===== src/rtl/l4_route_seq_pkg.sv =====
// Shared codes for the route sequencer: decoder selects, cell commands, status bits, FSM states.
// No logic here; widths of parametric buses live in the interface.
// Imported by l4_route_seq and its bench.
package l4_route_seq_pkg;

    typedef enum logic [2:0] {
        RS_NONE   = 3'b000,
        RS_SINGLE = 3'b001,
        RS_RANGE  = 3'b010,
        RS_ALL    = 3'b011
    } range_sel_e;

    typedef enum logic [1:0] {
        CC_NOP   = 2'b00,
        CC_CLEAR = 2'b01,
        CC_WRITE = 2'b10,
        CC_STEP  = 2'b11
    } cell_cmd_e;

    localparam int ST_FOUND   = 0;
    localparam int ST_BLOCKED = 1;
    localparam int ST_TRACED  = 2;

    typedef enum logic [3:0] {
        S_IDLE     = 4'd0,
        S_CLEAR    = 4'd1,
        S_MARK_SRC = 4'd2,
        S_MARK_DST = 4'd3,
        S_EXPAND   = 4'd4,
        S_SETTLE   = 4'd5,
        S_TRACE    = 4'd6,
        S_TSETTLE  = 4'd7,
        S_ETCH     = 4'd8,
        S_FINISH   = 4'd9
    } state_e;

    // Decoder plus array latency seen after every STEP command.
    localparam int SETTLE_CYC = 2;
    localparam int TMR_W      = 2;

    typedef struct packed {
        cell_cmd_e  cell_cmd;
        logic [3:0] status_in;
        logic       ret2ue;
        logic       extend;
        logic       etch_enb;
        logic       top_l;
    } arr_ctl_t;

endpackage


===== src/rtl/l4_route_seq_if.sv =====
// Request, array-status and decoder/array control bundle for the route sequencer.
// master = requester/array side, slave = sequencer side.
// No flow control: start is a one-cycle request, busy/done report progress.
interface l4_route_seq_if #(
    parameter int NRBITS = 5,
    parameter int NCBITS = 5,
    parameter int NSBITS = 10
);
    logic              start;
    logic [NRBITS-1:0] src_row;
    logic [NRBITS-1:0] dst_row;
    logic [NCBITS-1:0] src_col;
    logic [NCBITS-1:0] dst_col;
    logic [3:0]        arr_status;

    logic [2:0]        row_range_sel;
    logic [2:0]        col_range_sel;
    logic [NRBITS-1:0] row_l_v;
    logic [NRBITS-1:0] row_u_v;
    logic [NCBITS-1:0] col_l_v;
    logic [NCBITS-1:0] col_u_v;
    logic [1:0]        cell_cmd;
    logic [3:0]        status_in;
    logic              ret2ue;
    logic              extend;
    logic              etch_enb;
    logic              top_l;
    logic              busy;
    logic              done;
    logic              success;
    logic [NSBITS-1:0] steps;

    modport master (
        output start, src_row, dst_row, src_col, dst_col, arr_status,
        input  row_range_sel, col_range_sel, row_l_v, row_u_v, col_l_v, col_u_v,
        input  cell_cmd, status_in, ret2ue, extend, etch_enb, top_l,
        input  busy, done, success, steps
    );

    modport slave (
        input  start, src_row, dst_row, src_col, dst_col, arr_status,
        output row_range_sel, col_range_sel, row_l_v, row_u_v, col_l_v, col_u_v,
        output cell_cmd, status_in, ret2ue, extend, etch_enb, top_l,
        output busy, done, success, steps
    );
endinterface


===== src/rtl/l4_settle_timer.sv =====
// Down-counter that holds the FSM in a settle state until the array output is stable.
// Latency: expire rises load_val count cycles after load.
// No backpressure; count is ignored once expired.
module l4_settle_timer #(
    parameter int W = 2
) (
    input  logic         clk,
    input  logic         reset,
    input  logic         load,
    input  logic [W-1:0] load_val,
    input  logic         count,
    output logic         expire
);
    logic [W-1:0] cnt;

    always_ff @(posedge clk) begin
        if (reset) begin
            cnt <= '0;
        end else if (load) begin
            cnt <= load_val;
        end else if (count && (cnt != '0)) begin
            cnt <= cnt - W'(1);
        end
    end

    assign expire = (cnt == '0);
endmodule


===== src/rtl/l4_route_seq.sv =====
// Maze-routing sequencer: clear, mark endpoints, expand/settle until FOUND, trace back, etch.
// Latency: all outputs registered, aligned with the state they belong to; settle states last 2 cycles.
// No backpressure: start is only honoured in IDLE. L4_ROUTE_TIMEOUT_EN aborts expansion at saturated steps.
module l4_route_seq
    import l4_route_seq_pkg::*;
#(
    parameter int NRBITS = 5,
    parameter int NCBITS = 5,
    parameter int NSBITS = 10
) (
    input  logic          clk,
    input  logic          reset,
    l4_route_seq_if.slave bus
);
    state_e            state_q, state_d;
    logic [NRBITS-1:0] src_row_q, dst_row_q;
    logic [NCBITS-1:0] src_col_q, dst_col_q;

    range_sel_e        row_sel_q, row_sel_d, col_sel_q, col_sel_d;
    logic [NRBITS-1:0] row_l_q, row_l_d, row_u_q, row_u_d;
    logic [NCBITS-1:0] col_l_q, col_l_d, col_u_q, col_u_d;
    arr_ctl_t          ctl_q, ctl_d;
    logic              busy_q, busy_d, done_q, done_d, success_q, success_d;
    logic [NSBITS-1:0] steps_q, steps_d;

    logic accept, tmr_load, tmr_count, tmr_expire;
    logic found, blocked, traced;

    assign accept  = (state_q == S_IDLE) && bus.start;
    assign found   = bus.arr_status[ST_FOUND];
    assign blocked = bus.arr_status[ST_BLOCKED];
    assign traced  = bus.arr_status[ST_TRACED];

    l4_settle_timer #(.W(TMR_W)) u_settle (
        .clk      (clk),
        .reset    (reset),
        .load     (tmr_load),
        .load_val (TMR_W'(SETTLE_CYC - 1)),
        .count    (tmr_count),
        .expire   (tmr_expire)
    );

    always_comb begin
        state_d   = state_q;
        steps_d   = steps_q;
        success_d = success_q;
        tmr_load  = 1'b0;
        tmr_count = 1'b0;
        case (state_q)
            S_IDLE: begin
                if (accept) begin
                    state_d   = S_CLEAR;
                    steps_d   = '0;
                    success_d = 1'b0;
                end
            end
            S_CLEAR:    state_d = S_MARK_SRC;
            S_MARK_SRC: state_d = S_MARK_DST;
            S_MARK_DST: state_d = S_EXPAND;
            S_EXPAND: begin
                steps_d  = (&steps_q) ? steps_q : steps_q + NSBITS'(1);
                tmr_load = 1'b1;
                state_d  = S_SETTLE;
            end
            S_SETTLE: begin
                tmr_count = 1'b1;
                // FOUND wins over BLOCKED: a wavefront that reached dst is routable.
                if (tmr_expire) begin
                    if (found) begin
                        state_d = S_TRACE;
                    end else if (blocked) begin
                        state_d = S_FINISH;
                    end
`ifdef L4_ROUTE_TIMEOUT_EN
                    else if (&steps_q) begin
                        state_d = S_FINISH;
                    end
`endif
                    else begin
                        state_d = S_EXPAND;
                    end
                end
            end
            S_TRACE: begin
                tmr_load = 1'b1;
                state_d  = S_TSETTLE;
            end
            S_TSETTLE: begin
                tmr_count = 1'b1;
                if (tmr_expire) begin
                    state_d = traced ? S_ETCH : S_TRACE;
                end
            end
            S_ETCH: begin
                success_d = 1'b1;
                state_d   = S_FINISH;
            end
            S_FINISH: state_d = S_IDLE;
            default:  state_d = S_IDLE;
        endcase

        // Outputs are decoded from the next state so the registers line up with state_q.
        row_sel_d = RS_NONE;
        col_sel_d = RS_NONE;
        row_l_d   = '0;
        row_u_d   = '0;
        col_l_d   = '0;
        col_u_d   = '0;
        ctl_d     = '0;
        done_d    = 1'b0;
        busy_d    = (state_d != S_IDLE) && (state_d != S_FINISH);
        case (state_d)
            S_CLEAR: begin
                row_sel_d      = RS_ALL;
                col_sel_d      = RS_ALL;
                ctl_d.cell_cmd = CC_CLEAR;
            end
            S_MARK_SRC, S_MARK_DST: begin
                row_sel_d       = RS_SINGLE;
                col_sel_d       = RS_SINGLE;
                row_l_d         = (state_d == S_MARK_SRC) ? src_row_q : dst_row_q;
                col_l_d         = (state_d == S_MARK_SRC) ? src_col_q : dst_col_q;
                row_u_d         = row_l_d;
                col_u_d         = col_l_d;
                ctl_d.cell_cmd  = CC_WRITE;
                ctl_d.status_in = (state_d == S_MARK_SRC) ? 4'h1 : 4'h2;
            end
            S_EXPAND: begin
                row_sel_d      = RS_ALL;
                col_sel_d      = RS_ALL;
                ctl_d.cell_cmd = CC_STEP;
                ctl_d.extend   = 1'b1;
            end
            S_TRACE: begin
                row_sel_d      = RS_ALL;
                col_sel_d      = RS_ALL;
                ctl_d.cell_cmd = CC_STEP;
                ctl_d.ret2ue   = 1'b1;
                ctl_d.top_l    = 1'b1;
            end
            S_TSETTLE: ctl_d.top_l = 1'b1;
            S_ETCH: begin
                row_sel_d      = RS_ALL;
                col_sel_d      = RS_ALL;
                ctl_d.etch_enb = 1'b1;
            end
            S_FINISH: done_d = 1'b1;
            default: ;
        endcase
    end

    always_ff @(posedge clk) begin
        if (reset) begin
            state_q   <= S_IDLE;
            row_sel_q <= RS_NONE;
            col_sel_q <= RS_NONE;
            row_l_q   <= '0;
            row_u_q   <= '0;
            col_l_q   <= '0;
            col_u_q   <= '0;
            ctl_q     <= '0;
            busy_q    <= 1'b0;
            done_q    <= 1'b0;
            success_q <= 1'b0;
            steps_q   <= '0;
        end else begin
            state_q   <= state_d;
            row_sel_q <= row_sel_d;
            col_sel_q <= col_sel_d;
            row_l_q   <= row_l_d;
            row_u_q   <= row_u_d;
            col_l_q   <= col_l_d;
            col_u_q   <= col_u_d;
            ctl_q     <= ctl_d;
            busy_q    <= busy_d;
            done_q    <= done_d;
            success_q <= success_d;
            steps_q   <= steps_d;
        end
    end

    always_ff @(posedge clk) begin
        if (reset) begin
            src_row_q <= '0;
            src_col_q <= '0;
            dst_row_q <= '0;
            dst_col_q <= '0;
        end else if (accept) begin
            src_row_q <= bus.src_row;
            src_col_q <= bus.src_col;
            dst_row_q <= bus.dst_row;
            dst_col_q <= bus.dst_col;
        end
    end

    assign bus.row_range_sel = row_sel_q;
    assign bus.col_range_sel = col_sel_q;
    assign bus.row_l_v       = row_l_q;
    assign bus.row_u_v       = row_u_q;
    assign bus.col_l_v       = col_l_q;
    assign bus.col_u_v       = col_u_q;
    assign bus.cell_cmd      = ctl_q.cell_cmd;
    assign bus.status_in     = ctl_q.status_in;
    assign bus.ret2ue        = ctl_q.ret2ue;
    assign bus.extend        = ctl_q.extend;
    assign bus.etch_enb      = ctl_q.etch_enb;
    assign bus.top_l         = ctl_q.top_l;
    assign bus.busy          = busy_q;
    assign bus.done          = done_q;
    assign bus.success       = success_q;
    assign bus.steps         = steps_q;
endmodule

===== src/flat_wrapper.sv =====
// flat-port wrapper written by rule: the top's interface ports become plain ports
module l4_route_seq_flat import l4_route_seq_pkg::*;
#(
    parameter int NRBITS = 5,
    parameter int NCBITS = 5,
    parameter int NSBITS = 10
)
  (clk, reset, bus_start, bus_src_row, bus_dst_row, bus_src_col, bus_dst_col, bus_arr_status, bus_row_range_sel, bus_col_range_sel, bus_row_l_v, bus_row_u_v, bus_col_l_v, bus_col_u_v, bus_cell_cmd, bus_status_in, bus_ret2ue, bus_extend, bus_etch_enb, bus_top_l, bus_busy, bus_done, bus_success, bus_steps);
  l4_route_seq_if #(.NRBITS(NRBITS), .NCBITS(NCBITS), .NSBITS(NSBITS)) bus_i ();
  input  logic clk;
  input  logic reset;
  input wire logic [$bits(bus_i.start)-1:0] bus_start;
  input wire logic [$bits(bus_i.src_row)-1:0] bus_src_row;
  input wire logic [$bits(bus_i.dst_row)-1:0] bus_dst_row;
  input wire logic [$bits(bus_i.src_col)-1:0] bus_src_col;
  input wire logic [$bits(bus_i.dst_col)-1:0] bus_dst_col;
  input wire logic [$bits(bus_i.arr_status)-1:0] bus_arr_status;
  output wire logic [$bits(bus_i.row_range_sel)-1:0] bus_row_range_sel;
  output wire logic [$bits(bus_i.col_range_sel)-1:0] bus_col_range_sel;
  output wire logic [$bits(bus_i.row_l_v)-1:0] bus_row_l_v;
  output wire logic [$bits(bus_i.row_u_v)-1:0] bus_row_u_v;
  output wire logic [$bits(bus_i.col_l_v)-1:0] bus_col_l_v;
  output wire logic [$bits(bus_i.col_u_v)-1:0] bus_col_u_v;
  output wire logic [$bits(bus_i.cell_cmd)-1:0] bus_cell_cmd;
  output wire logic [$bits(bus_i.status_in)-1:0] bus_status_in;
  output wire logic [$bits(bus_i.ret2ue)-1:0] bus_ret2ue;
  output wire logic [$bits(bus_i.extend)-1:0] bus_extend;
  output wire logic [$bits(bus_i.etch_enb)-1:0] bus_etch_enb;
  output wire logic [$bits(bus_i.top_l)-1:0] bus_top_l;
  output wire logic [$bits(bus_i.busy)-1:0] bus_busy;
  output wire logic [$bits(bus_i.done)-1:0] bus_done;
  output wire logic [$bits(bus_i.success)-1:0] bus_success;
  output wire logic [$bits(bus_i.steps)-1:0] bus_steps;
  assign bus_i.start = bus_start;
  assign bus_i.src_row = bus_src_row;
  assign bus_i.dst_row = bus_dst_row;
  assign bus_i.src_col = bus_src_col;
  assign bus_i.dst_col = bus_dst_col;
  assign bus_i.arr_status = bus_arr_status;
  assign bus_row_range_sel = bus_i.row_range_sel;
  assign bus_col_range_sel = bus_i.col_range_sel;
  assign bus_row_l_v = bus_i.row_l_v;
  assign bus_row_u_v = bus_i.row_u_v;
  assign bus_col_l_v = bus_i.col_l_v;
  assign bus_col_u_v = bus_i.col_u_v;
  assign bus_cell_cmd = bus_i.cell_cmd;
  assign bus_status_in = bus_i.status_in;
  assign bus_ret2ue = bus_i.ret2ue;
  assign bus_extend = bus_i.extend;
  assign bus_etch_enb = bus_i.etch_enb;
  assign bus_top_l = bus_i.top_l;
  assign bus_busy = bus_i.busy;
  assign bus_done = bus_i.done;
  assign bus_success = bus_i.success;
  assign bus_steps = bus_i.steps;
  l4_route_seq #(.NRBITS(NRBITS), .NCBITS(NCBITS), .NSBITS(NSBITS)) u_core (.clk(clk), .reset(reset), .bus(bus_i));
endmodule

===== config.mk =====
export PLATFORM = sky130hd
export DESIGN_NAME = l4_route_seq_flat
export DESIGN_NICKNAME = d
export VERILOG_FILES = /design/src/rtl/l4_route_seq_pkg.sv /design/src/rtl/l4_route_seq_if.sv /design/src/rtl/l4_settle_timer.sv /design/src/rtl/l4_route_seq.sv /design/src/flat_wrapper.sv
export SDC_FILE = /design/constraint.sdc
export NUM_CORES = 1
export LEC_CHECK = 0
export ABC_AREA = 1
export BUFFER_PORTS_ARGS = -buffer_cell sky130_fd_sc_hd__buf_2
export CORE_UTILIZATION = 51
export DETAILED_ROUTE_END_ITERATION = 8
export GPL_TIMING_DRIVEN = 1
export HOLD_SLACK_MARGIN = 0.12
export PLACE_DENSITY_LB_ADDON = 0.12
export RECOVER_POWER = 25
export SLEW_MARGIN = 40
export SYNTH_ARGS = -nofsm -noshare
export SYNTH_HDL_FRONTEND = slang
export SYNTH_SLANG_ARGS = --single-unit

===== constraint.sdc =====
create_clock -name clk -period 2.2 [get_ports clk]
set_clock_uncertainty 0.05 [all_clocks]
set_input_delay 0.44 -clock clk [delete_from_list [all_inputs] [get_ports clk]]
set_output_delay 0.44 -clock clk [all_outputs]
set_load 0.05 [all_outputs]

==> results of run 1 <==
synth_stat cells (4+ instances only):
| master | n | area, µm² |
|---|---|---|
| nand2_1 | 72 | 270.3 |
| dfxtp_1 | 59 | 1181 |
| inv_1 | 47 | 176.4 |
| a21oi_1 | 30 | 150.1 |
| nor2_1 | 25 | 93.84 |
| o21ai_0 | 24 | 120.1 |
| nand3_1 | 19 | 95.09 |
| buf_4 | 16 | 120.1 |
| o22ai_2 | 7 | 87.58 |
| clkbuf_1 | 5 | 18.77 |
| inv_2 | 5 | 18.77 |
| nor2_2 | 4 | 25.02 |
power by group:
part	switching, W	total (W)	internal, W
Combinational	0.000508	0.000664	0.000156
Sequential	0.0000396	0.00121	0.00117
Clock	0.000406	0.000832	0.000426
logic make-up (layout without fill, tap and decap cells):
family                   Yosys count  in the layout
adder cells (fa/ha/maj)            2              2
flip-flops                        59             59
AND/OR/NAND/NOR                  134            134
AO/OA/AOI/OAI                     65             65
buffers and inverters             78            140
XOR/XNOR                           1              1
other                              1              4
flip-flops by register name, indices dropped and copies added, names as in the netlist:
| register | count |
|---|---|
| u_core.bus.busy | 1 |
| u_core.bus.cell_cmd | 2 |
| u_core.bus.col_l_v | 5 |
| u_core.bus.done | 1 |
| u_core.bus.etch_enb | 1 |
| u_core.bus.extend | 1 |
| u_core.bus.ret2ue | 1 |
| u_core.bus.row_l_v | 5 |
| u_core.bus.row_range_sel | 2 |
| u_core.bus.status_in | 2 |
| u_core.bus.steps | 10 |
| u_core.bus.success | 1 |
| u_core.bus.top_l | 1 |
| u_core.dst_col_q | 5 |
| u_core.dst_row_q | 5 |
| u_core.src_col_q | 5 |
| u_core.src_row_q | 5 |
| u_core.state_q | 4 |
| u_core.u_settle.cnt | 2 |
path summary, 6_finish.rpt:
kind,startpoint,to,slack (ps)
setup / recovery,u_core.bus.steps[1],u_core.bus.steps[8],470
hold / removal,bus_src_row[4],u_core.src_row_q[4],300
setup reg to reg,u_core.bus.steps[1],u_core.bus.steps[8],470
hold reg to reg,u_core.dst_row_q[4],u_core.dst_row_q[4],410
worst max-delay path, stage by stage (launching register included):
cell and delay, ps:
dfxtp_1 410, ha_1 280, nand3_1 100, nor2_1 210
nand2_1 180, nand2_4 150, inv_2 70, a21oi_1 120
nor2_1 60
metal layers:
layer | track usage | part of all wire
met3 | 0.06354 | 0.054
met1 | 0.2567 | 0.47
met4 | 0.1046 | 0.020
met2 | 0.3281 | 0.45
met5 | 0 | 0
per-stage QoR:
stage	hold WS, ps	util	power, W	area (µm²)	std cells
after floorplan	374.5	-	0.001805	2571	343
after global placement	383.8	0.5971	0.001905	2858	457
after detailed placement	398.6	0.5971	0.001912	2858	457
after CTS	296.3	0.6322	0.002744	3025	472
after global routing	299.9	0.6256	0.002865	2994	472
final	301.5	0.6256	0.002708	2994	472
cell type report:
| cell class | count | area [µm²] |
|---|---|---|
| Clock buffer | 10 | 137.6 |
| Clock inverter | 5 | 30.03 |
| Fill cell | 463 | 1792 |
| Inverter | 52 | 195.2 |
| Multi-Input combinational cell | 206 | 1022 |
| Sequential cell | 59 | 1181 |
| Tap cell | 67 | 83.83 |
| Timing Repair Buffer | 73 | 344.1 |
==> results by group, run 1 <==
Worst hold path
  – WHS Path Cells: 3
  – HP Class: in -> reg

Logic synthesis
  – Post-synthesis adder-cell area fraction: 0.009775
  – Post-Synth Simple-Gate Area: 0.2292
  – Syn_area_per_cell: 7.529 µm²
  – Compound-Gate Fraction of Synth Area: 0.1520
  – Multiplexer share of the synthesized area: 0
  – Synth unique cells: 28
  – Largest family of logic cells by synthesized area: simple AND/OR/NAND/NOR gates
  – Synthesized area: 0.002560 mm²
  – Most common flop cell mapped by yosys: dfxtp_1
  – Yosys reg bits: 59
  – Synthesis Warnings: 0
  – Seq/Total Area, Yosys: 0.4614
  – Ys async rst share: 0
  – Post-Syn Instances: 340
  – Xor/xnor share of the synthesized area: 0.003421
  – EDFF count, synth: 0

Die
  – Area of the die: 0.005307 mm²
  – I/O pin count: 76
  – Die W: 72.85 µm
  – Core area: 0.004786 mm²
  – Starting Density: 0.5349
  – Die height: 72.85 µm
  – Rows: 25

Detailed routing
  – DR WL/cell: 10.61 µm
  – DRC Markers: 0
  – Antenna Nets Post-Route: 0
  – Final wirelength: 5.007 mm
  – Vias: 2213
  – Vias per inst: 4.689
  – Initial DRT Pass Iterations: 4
  – Iter 0 DRT Violations: 148

CTS
  – Skew-Pair Late Insertion Delay: 330 ps
  – CTS max path bufs: 2
  – Reg clk slew, reported paths: 60 ps
  – Postcts setup bufs: 0
  – Root Driver: clkbuf_8
  – H-tree levels: 3
  – Cts hold-fix bufs: 0
  – CTS tree: built
  – TritonCTS buffer count: 9
  – Post_cts resized: 0
  – CTS Sinks: 59

Timing
  – Tcrit/Tclk final: 0.7875
  – Setup slack after layout: 467.6 ps
  – Max Fclk: 577.2 MHz
  – Final min period: 1732 ps
  – Final TNS setup: 0 ps
  – Max-slew violation count: 0
  – RSZ-0062 raised after global routing: false
  – # setup viols final: 0
  – Rel. slew slack: 0.5970
  – Worst-Margin Slew: 607.1 ps
  – Hold Violations, Final: 0

Global routing
  – Global-route wire length before repair: 8.328 mm
  – GRT overflow: 0
  – Pin count of the biggest net entering global routing: 40
  – Initial antenna violation count: 0
  – Vias in the first global route: 1909
  – GRT Overall Usage: 0.2078

Cells and area
  – Ant diodes: 0
  – Commonest non-fill, non-tap cell in the layout: nand2_1
  – Area grow syn2layout: 16.96%
  – Share of cells above drive strength 1: 0.2222
  – Nets: 430
  – Most frequent cells in the layout: nand2_1 (72), dfxtp_1 (59), inv_1 (47), buf_2 (47), a21oi_1 (30)

Placement
  – Placer Congestion: 0.8253
  – Port Buffers: 70
  – Pre-CTS setup slack: 499.4 ps
  – Post-DP HPWL: 3.590 mm

Worst setup path
  – Max FO, Critical Path: 10
  – FF-to-FF path depth: 8
  – Worst setup EP type: register
  – Worst Path Required: 2370 ps
  – Startpoint Class: register
  – Critical path class: reg -> reg
  – Critical path arrival: 1900 ps

Outcome
  – Status: complete, no violations

Power
  – P_leak: 1.456 nW
  – IR Drop Worst-Case VDD: 0.0005967 V
  – Total power per unit cell area: 904.4 mW/mm²

Flow run
  – Max Cap Viol: 0
Power figures use the tool's default switching activity.
==> inputs of run 2 (changes only) <==
clock period = 1.6 ns   (was 2.2 ns; I/O delays follow)
==> run 2 against run 1 <==
Against the previous run:
- cell area up 8.4%
- cell count up 1.9%
- combinational power up 47%
- setup slack worse by 370 ps
- die area unchanged
- utilization up 5.3 points
- sequential share of layout area down 2.5 points
- largest cell class unchanged
- routed wire length up 4.6%
- flip-flop and latch count unchanged
- clock-buffer cell count up 2
- total power up 61%
==> results by group, run 2 (same netlist as run 1, synthesis figures left out) <==
Placement
  – Placer Congestion: 0.8454
  – Post-DP HPWL: 3.730 mm
  – Placed Cells: 465
  – Port Buffers: 70

CTS
  – CTS Sinks: 59
  – Reg clk slew, reported paths: 70 ps
  – CTS tree: built
  – Root Driver: clkbuf_8
  – H-tree levels: 3
  – Skew-Pair Late Insertion Delay: 340 ps
  – TritonCTS buffer count: 9
  – Cts hold-fix bufs: 0
  – CTS max path bufs: 2

Cells and area
  – Ant diodes: 0
  – Final cell count without fillers: 481
  – Most frequent cells in the layout: buf_2 (70), nand2_1 (68), dfxtp_1 (48)
  – Final core utilization: 0.6782
  – Share of cells above drive strength 1: 0.3454
  – Nets: 438
  – Area grow syn2layout: 26.78%
  – Commonest non-fill, non-tap cell in the layout: buf_2
  – Max reg flops: 10

Global routing
  – Pin count of the biggest net entering global routing: 40
  – Global-route wire length before repair: 8.362 mm
  – Initial antenna violation count: 0
  – GRT overflow: 0
  – GRT Overall Usage: 0.2104
  – Vias in the first global route: 2006

Flow run
  – Max Cap Viol: 0

Die
  – Core area: 0.004786 mm²
  – Starting Density: 0.5349
  – Die W: 72.85 µm
  – I/O pin count: 76
  – Area of the die: 0.005307 mm²
  – Die height: 72.85 µm
  – Rows: 25

Timing
  – Max Fclk: 665.4 MHz
  – Hold Violations, Final: 0
  – Max-slew violation count: 0
  – Final TNS setup: 0 ps
  – Tcrit/Tclk final: 0.9393
  – # setup viols final: 0
  – Final min period: 1503 ps

Worst setup path
  – Max FO, Critical Path: 10
  – Worst Path Required: 1790 ps
  – Worst setup EP type: register
  – Startpoint Class: register
  – Critical path class: reg -> reg
  – Critical path arrival: 1690 ps

Power
  – IR Drop Worst-Case VDD: 0.001063 V
  – Total power per unit cell area: 1342 mW/mm²
  – P_leak: 1.660 nW

Detailed routing
  – DR WL/cell: 10.89 µm
  – Vias per inst: 4.728
  – Initial DRT Pass Iterations: 4
  – Final wirelength: 5.236 mm
  – Antenna Nets Post-Route: 0
  – DRC Markers: 0
  – Vias: 2274
  – Iter 0 DRT Violations: 75

Outcome
  – Status: complete, no violations

Worst hold path
  – HP Class: in -> reg
-- run 2: changes by cell type in the layout (fill, tap and decap cells not counted), sizes merged --
cell | previous run | this run
bufinv | 0 | 3
clkinvlp | 2 | 0
clkbuf | 33 | 13
buf | 50 | 80
clkinv | 3 | 1
-- run 2: report_power, final --
part           internal (W)  switching, W  total, W
Combinational      0.000259      0.000717  0.000976
Sequential          0.00161     0.0000593   0.00167
Clock               0.00113      0.000580   0.00171
Total               0.00300       0.00136   0.00435
-- run 2: what timing repair did --
item                                   CTS  global route
setup endpoints to repair                1            19
pin swaps                                0             2
gates resized for setup                  2            19
setup buffers                            0             0
endpoints found under the hold margin    0             0
-- run 2: worst paths after layout --
kind | from | end | cells past startpoint | slack, ps
max | u_core.state_q[2] | u_core.bus.steps[8] | 9 | 100
min | bus_src_col[4] | u_core.src_col_q[4] | 3 | 170
max reg2reg | u_core.state_q[2] | u_core.bus.steps[8] | 9 | 100
min reg2reg | u_core.dst_row_q[4] | u_core.dst_row_q[4] | 2 | 400
-- run 2: metrics by stage --
step	power (W)	instance area, µm²	hold slack (ps)	setup WS (ps)
global route	0.004542	3246	178.6	-8.011
finish	0.004355	3246	174.8	97.10
detailed placement	0.002662	2944	391.4	5.024
global placement	0.002651	2944	383.1	9.984
floorplan	0.002480	2585	374.5	5.594
CTS	0.004374	3208	157.6	25.31
-- run 2: cell type report --
type	count	area, µm²
inverter	52	197.7
sequential	59	1200
multi-input combinational	206	1080
clock inverter	4	95.09
timing repair buffer	81	432.9
tap	67	83.83
clock buffer	12	156.4
fill	410	1540
-- run 2: metal layers --
metal	track usage	share of wire	routed length [µm]	vias to the layer above
met5	0	0	0	-
met1	0.2392	0.45	2355	1021
met2	0.3468	0.48	2511	50
met4	0.1242	0.020	105	0
met3	0.06630	0.050	264	11
li1	-	-	-	1192
-- run 2: critical path, stage by stage (launching register included) --
cell and delay [ps]:
dfxtp_1 410, inv_1 110, nor2_4 130, nand2_2 100, nor2_1 90, nand2_1 120
nand2_4 140, inv_2 80, a21oi_1 120, nor2_1 50
==> inputs of run 3 (changes only) <==
CORE_UTILIZATION = 46   (was 51)
clock period = 1.22 ns   (was 1.6 ns; I/O delays follow)
==> run 3 against run 2 <==
Against the previous run:
- the flow now finishes with violations (negative setup slack)
- register-to-register slack got worse by 410 ps
- setup slack worse by 410 ps
- critical path depth grew 1
- hold slack worse by 74 ps
- non-clock buffer count up 56
- global-route usage increased by 2.4 points
- clock-buffer cell count decreased by 1
- sequential share of layout area fell by 10 points
- first-iteration DRC count is 100% higher
- clock power up 28%
- routed wire length up 83%
- highest routed layer unchanged
==> results by group, run 3 (same netlist as run 1, synthesis figures left out) <==
Outcome
  – Status: finished, violations left
  – Failing checks: negative setup slack

Global routing
  – GRT Overall Usage: 0.2344
  – Pin count of the biggest net entering global routing: 24
  – Vias in the first global route: 2330
  – Global-route wire length before repair: 10.74 mm
  – Initial antenna violation count: 0
  – GRT overflow: 0

Detailed routing
  – Antenna Nets Post-Route: 0
  – DRC Markers: 0
  – DR WL/cell: 17.63 µm
  – Final wirelength: 9.557 mm
  – Vias per inst: 5.408
  – Iter 0 DRT Violations: 151
  – Initial DRT Pass Iterations: 7
  – Vias: 2931

Cells and area
  – Most frequent cells in the layout: buf_4 (50), nand2_1 (41), dfxtp_1 (41)
  – Sequential Area: 0.001226 mm²
  – Area grow syn2layout: 80.45%
  – Final core utilization: 0.8820
  – Multi-input gate area: 0.001618 mm²
  – Fill count: 232
  – Share of cells above drive strength 1: 0.6462
  – Commonest non-fill, non-tap cell in the layout: buf_4
  – Ant diodes: 0
  – Nets: 496
  – Max reg flops: 10

Power
  – Sw Ratio: 0.3574
  – NetSw: 0.002444 W
  – P_leak: 2.122 nW
  – Clock power frac: 0.320
  – Cell Int Power: 0.004395 W
  – Total power per unit cell area: 1481 mW/mm²
  – Part of the power in registers: 0.323
  – Comb pwr share: 0.357
  – IR Drop Worst-Case VDD: 0.001389 V

Timing
  – # setup viols final: 65
  – RSZ-0062 raised after global routing: true
  – Max Fclk: 654.0 MHz
  – Max-slew violation count: 0
  – Hold Violations, Final: 0
  – Final min period: 1529 ps
  – Setup slack after layout: -309.1 ps
  – Tcrit/Tclk final: 1.253
  – Final TNS setup: -11400 ps

CTS
  – Skew-Pair Late Insertion Delay: 350 ps
  – CTS max path bufs: 2
  – Reg clk slew, reported paths: 70 ps
  – H-tree levels: 3
  – CTS tree: built
  – TritonCTS buffer count: 9
  – CTS Sinks: 59
  – Root Driver: clkbuf_8

Worst setup path
  – CP delay by family, top: simple AND/OR/NAND/NOR gates
  – Startpoint Class: register
  – Critical Path Slowest Stage Cell: dfxtp_4
  – CP max stage delay: 380 ps
  – Cell mode on critical path: nand2_4
  – Critical path class: reg -> reg
  – CP Cell Sequence: buf_6 -> nor2_4 -> nand2_4 -> nor2_4 -> nand2_4 -> nand2_4 -> inv_4 -> nand3_1 -> nand2_1 -> nor2_1
  – Worst setup EP type: register
  – Crit path buffers/inverters: 2
  – Critical path arrival: 1760 ps
  – Max FO, Critical Path: 5
  – Worst Path Required: 1450 ps

Placement
  – Port Buffers: 70
  – Placer Congestion: 0.8078
  – Post-DP HPWL: 4.101 mm

Worst hold path
  – HP Class: in -> reg

Flow run
  – Max Cap Viol: 0

Die
  – Die W: 76.60 µm
  – Core area: 0.005238 mm²
  – Die height: 76.60 µm
  – Rows: 26
  – I/O pin count: 76
  – Area of the die: 0.005868 mm²
  – Starting Density: 0.4888
==> run 3: through the flow <==
step                cell area [µm²]  setup slack (ps)  power [W]  std cells  hold WS [ps]
floorplan                      2711            -170.0   0.003284        343         336.9
global placement               3263            -221.9   0.003622        496         384.1
detailed placement             3263            -255.5   0.003637        496         390.4
CTS                            3946            -169.5   0.006039        524         120.8
global route                   4619            -379.5   0.007049        542         117.8
finish                         4619            -309.1   0.006839        542         100.9
==> run 3: layout make-up <==
type / instances / area share
Inverter: 52 / 0.04659
Multi-Input combinational cell: 208 / 0.3502
Clock buffer: 11 / 0.03521
Sequential cell: 59 / 0.2654
Tap cell: 70 / 0.01896
Clock inverter: 5 / 0.01788
Timing Repair Buffer: 137 / 0.2657
==> run 3: power groups by stage <==
stage	Clock, W	Sequential (W)	Combinational [W]
3_3_place_gp	0	0.00221	0.00141
4_1_cts	0.00216	0.00219	0.00169
5_1_grt	0.00228	0.00223	0.00255
6_report	0.00219	0.00221	0.00244
3_5_place_dp	0	0.00221	0.00142
2_1_floorplan	0	0.00245	0.000830
==> run 3: worst paths after layout <==
path                        from                   to  slack [ps]  cells after the start
max            u_core.state_q[3]  u_core.bus.steps[8]        -310                     10
min               bus_dst_col[2]  u_core.dst_col_q[2]         100                      3
max reg2reg    u_core.state_q[3]  u_core.bus.steps[8]        -310                     10
min reg2reg  u_core.dst_col_q[0]  u_core.dst_col_q[0]         430                      2
==> run 3: what timing repair did <==
item,in CTS,in global routing
setup endpoints to repair,78,90
pin swaps,18,33
hold buffers,3,2
buffers inserted,7,13
endpoints found under the hold margin,3,2
gates resized for setup,107,138
cloned,2,5
==> run 3: per-layer routing <==
| metal | up-vias | global-route usage | wire, µm |
|---|---|---|---|
| li1 | 1313 | - | - |
| met1 | 1413 | 0.2766 | 3679 |
| met2 | 156 | 0.3982 | 4831 |
| met3 | 49 | 0.07186 | 517 |
| met4 | 0 | 0.08654 | 529 |
| met5 | - | 0 | 0 |
==> run 3: worst min-delay path: stages <==
cell and delay [ps]:
buf_2 80, o21ai_2 50, a21oi_2 80
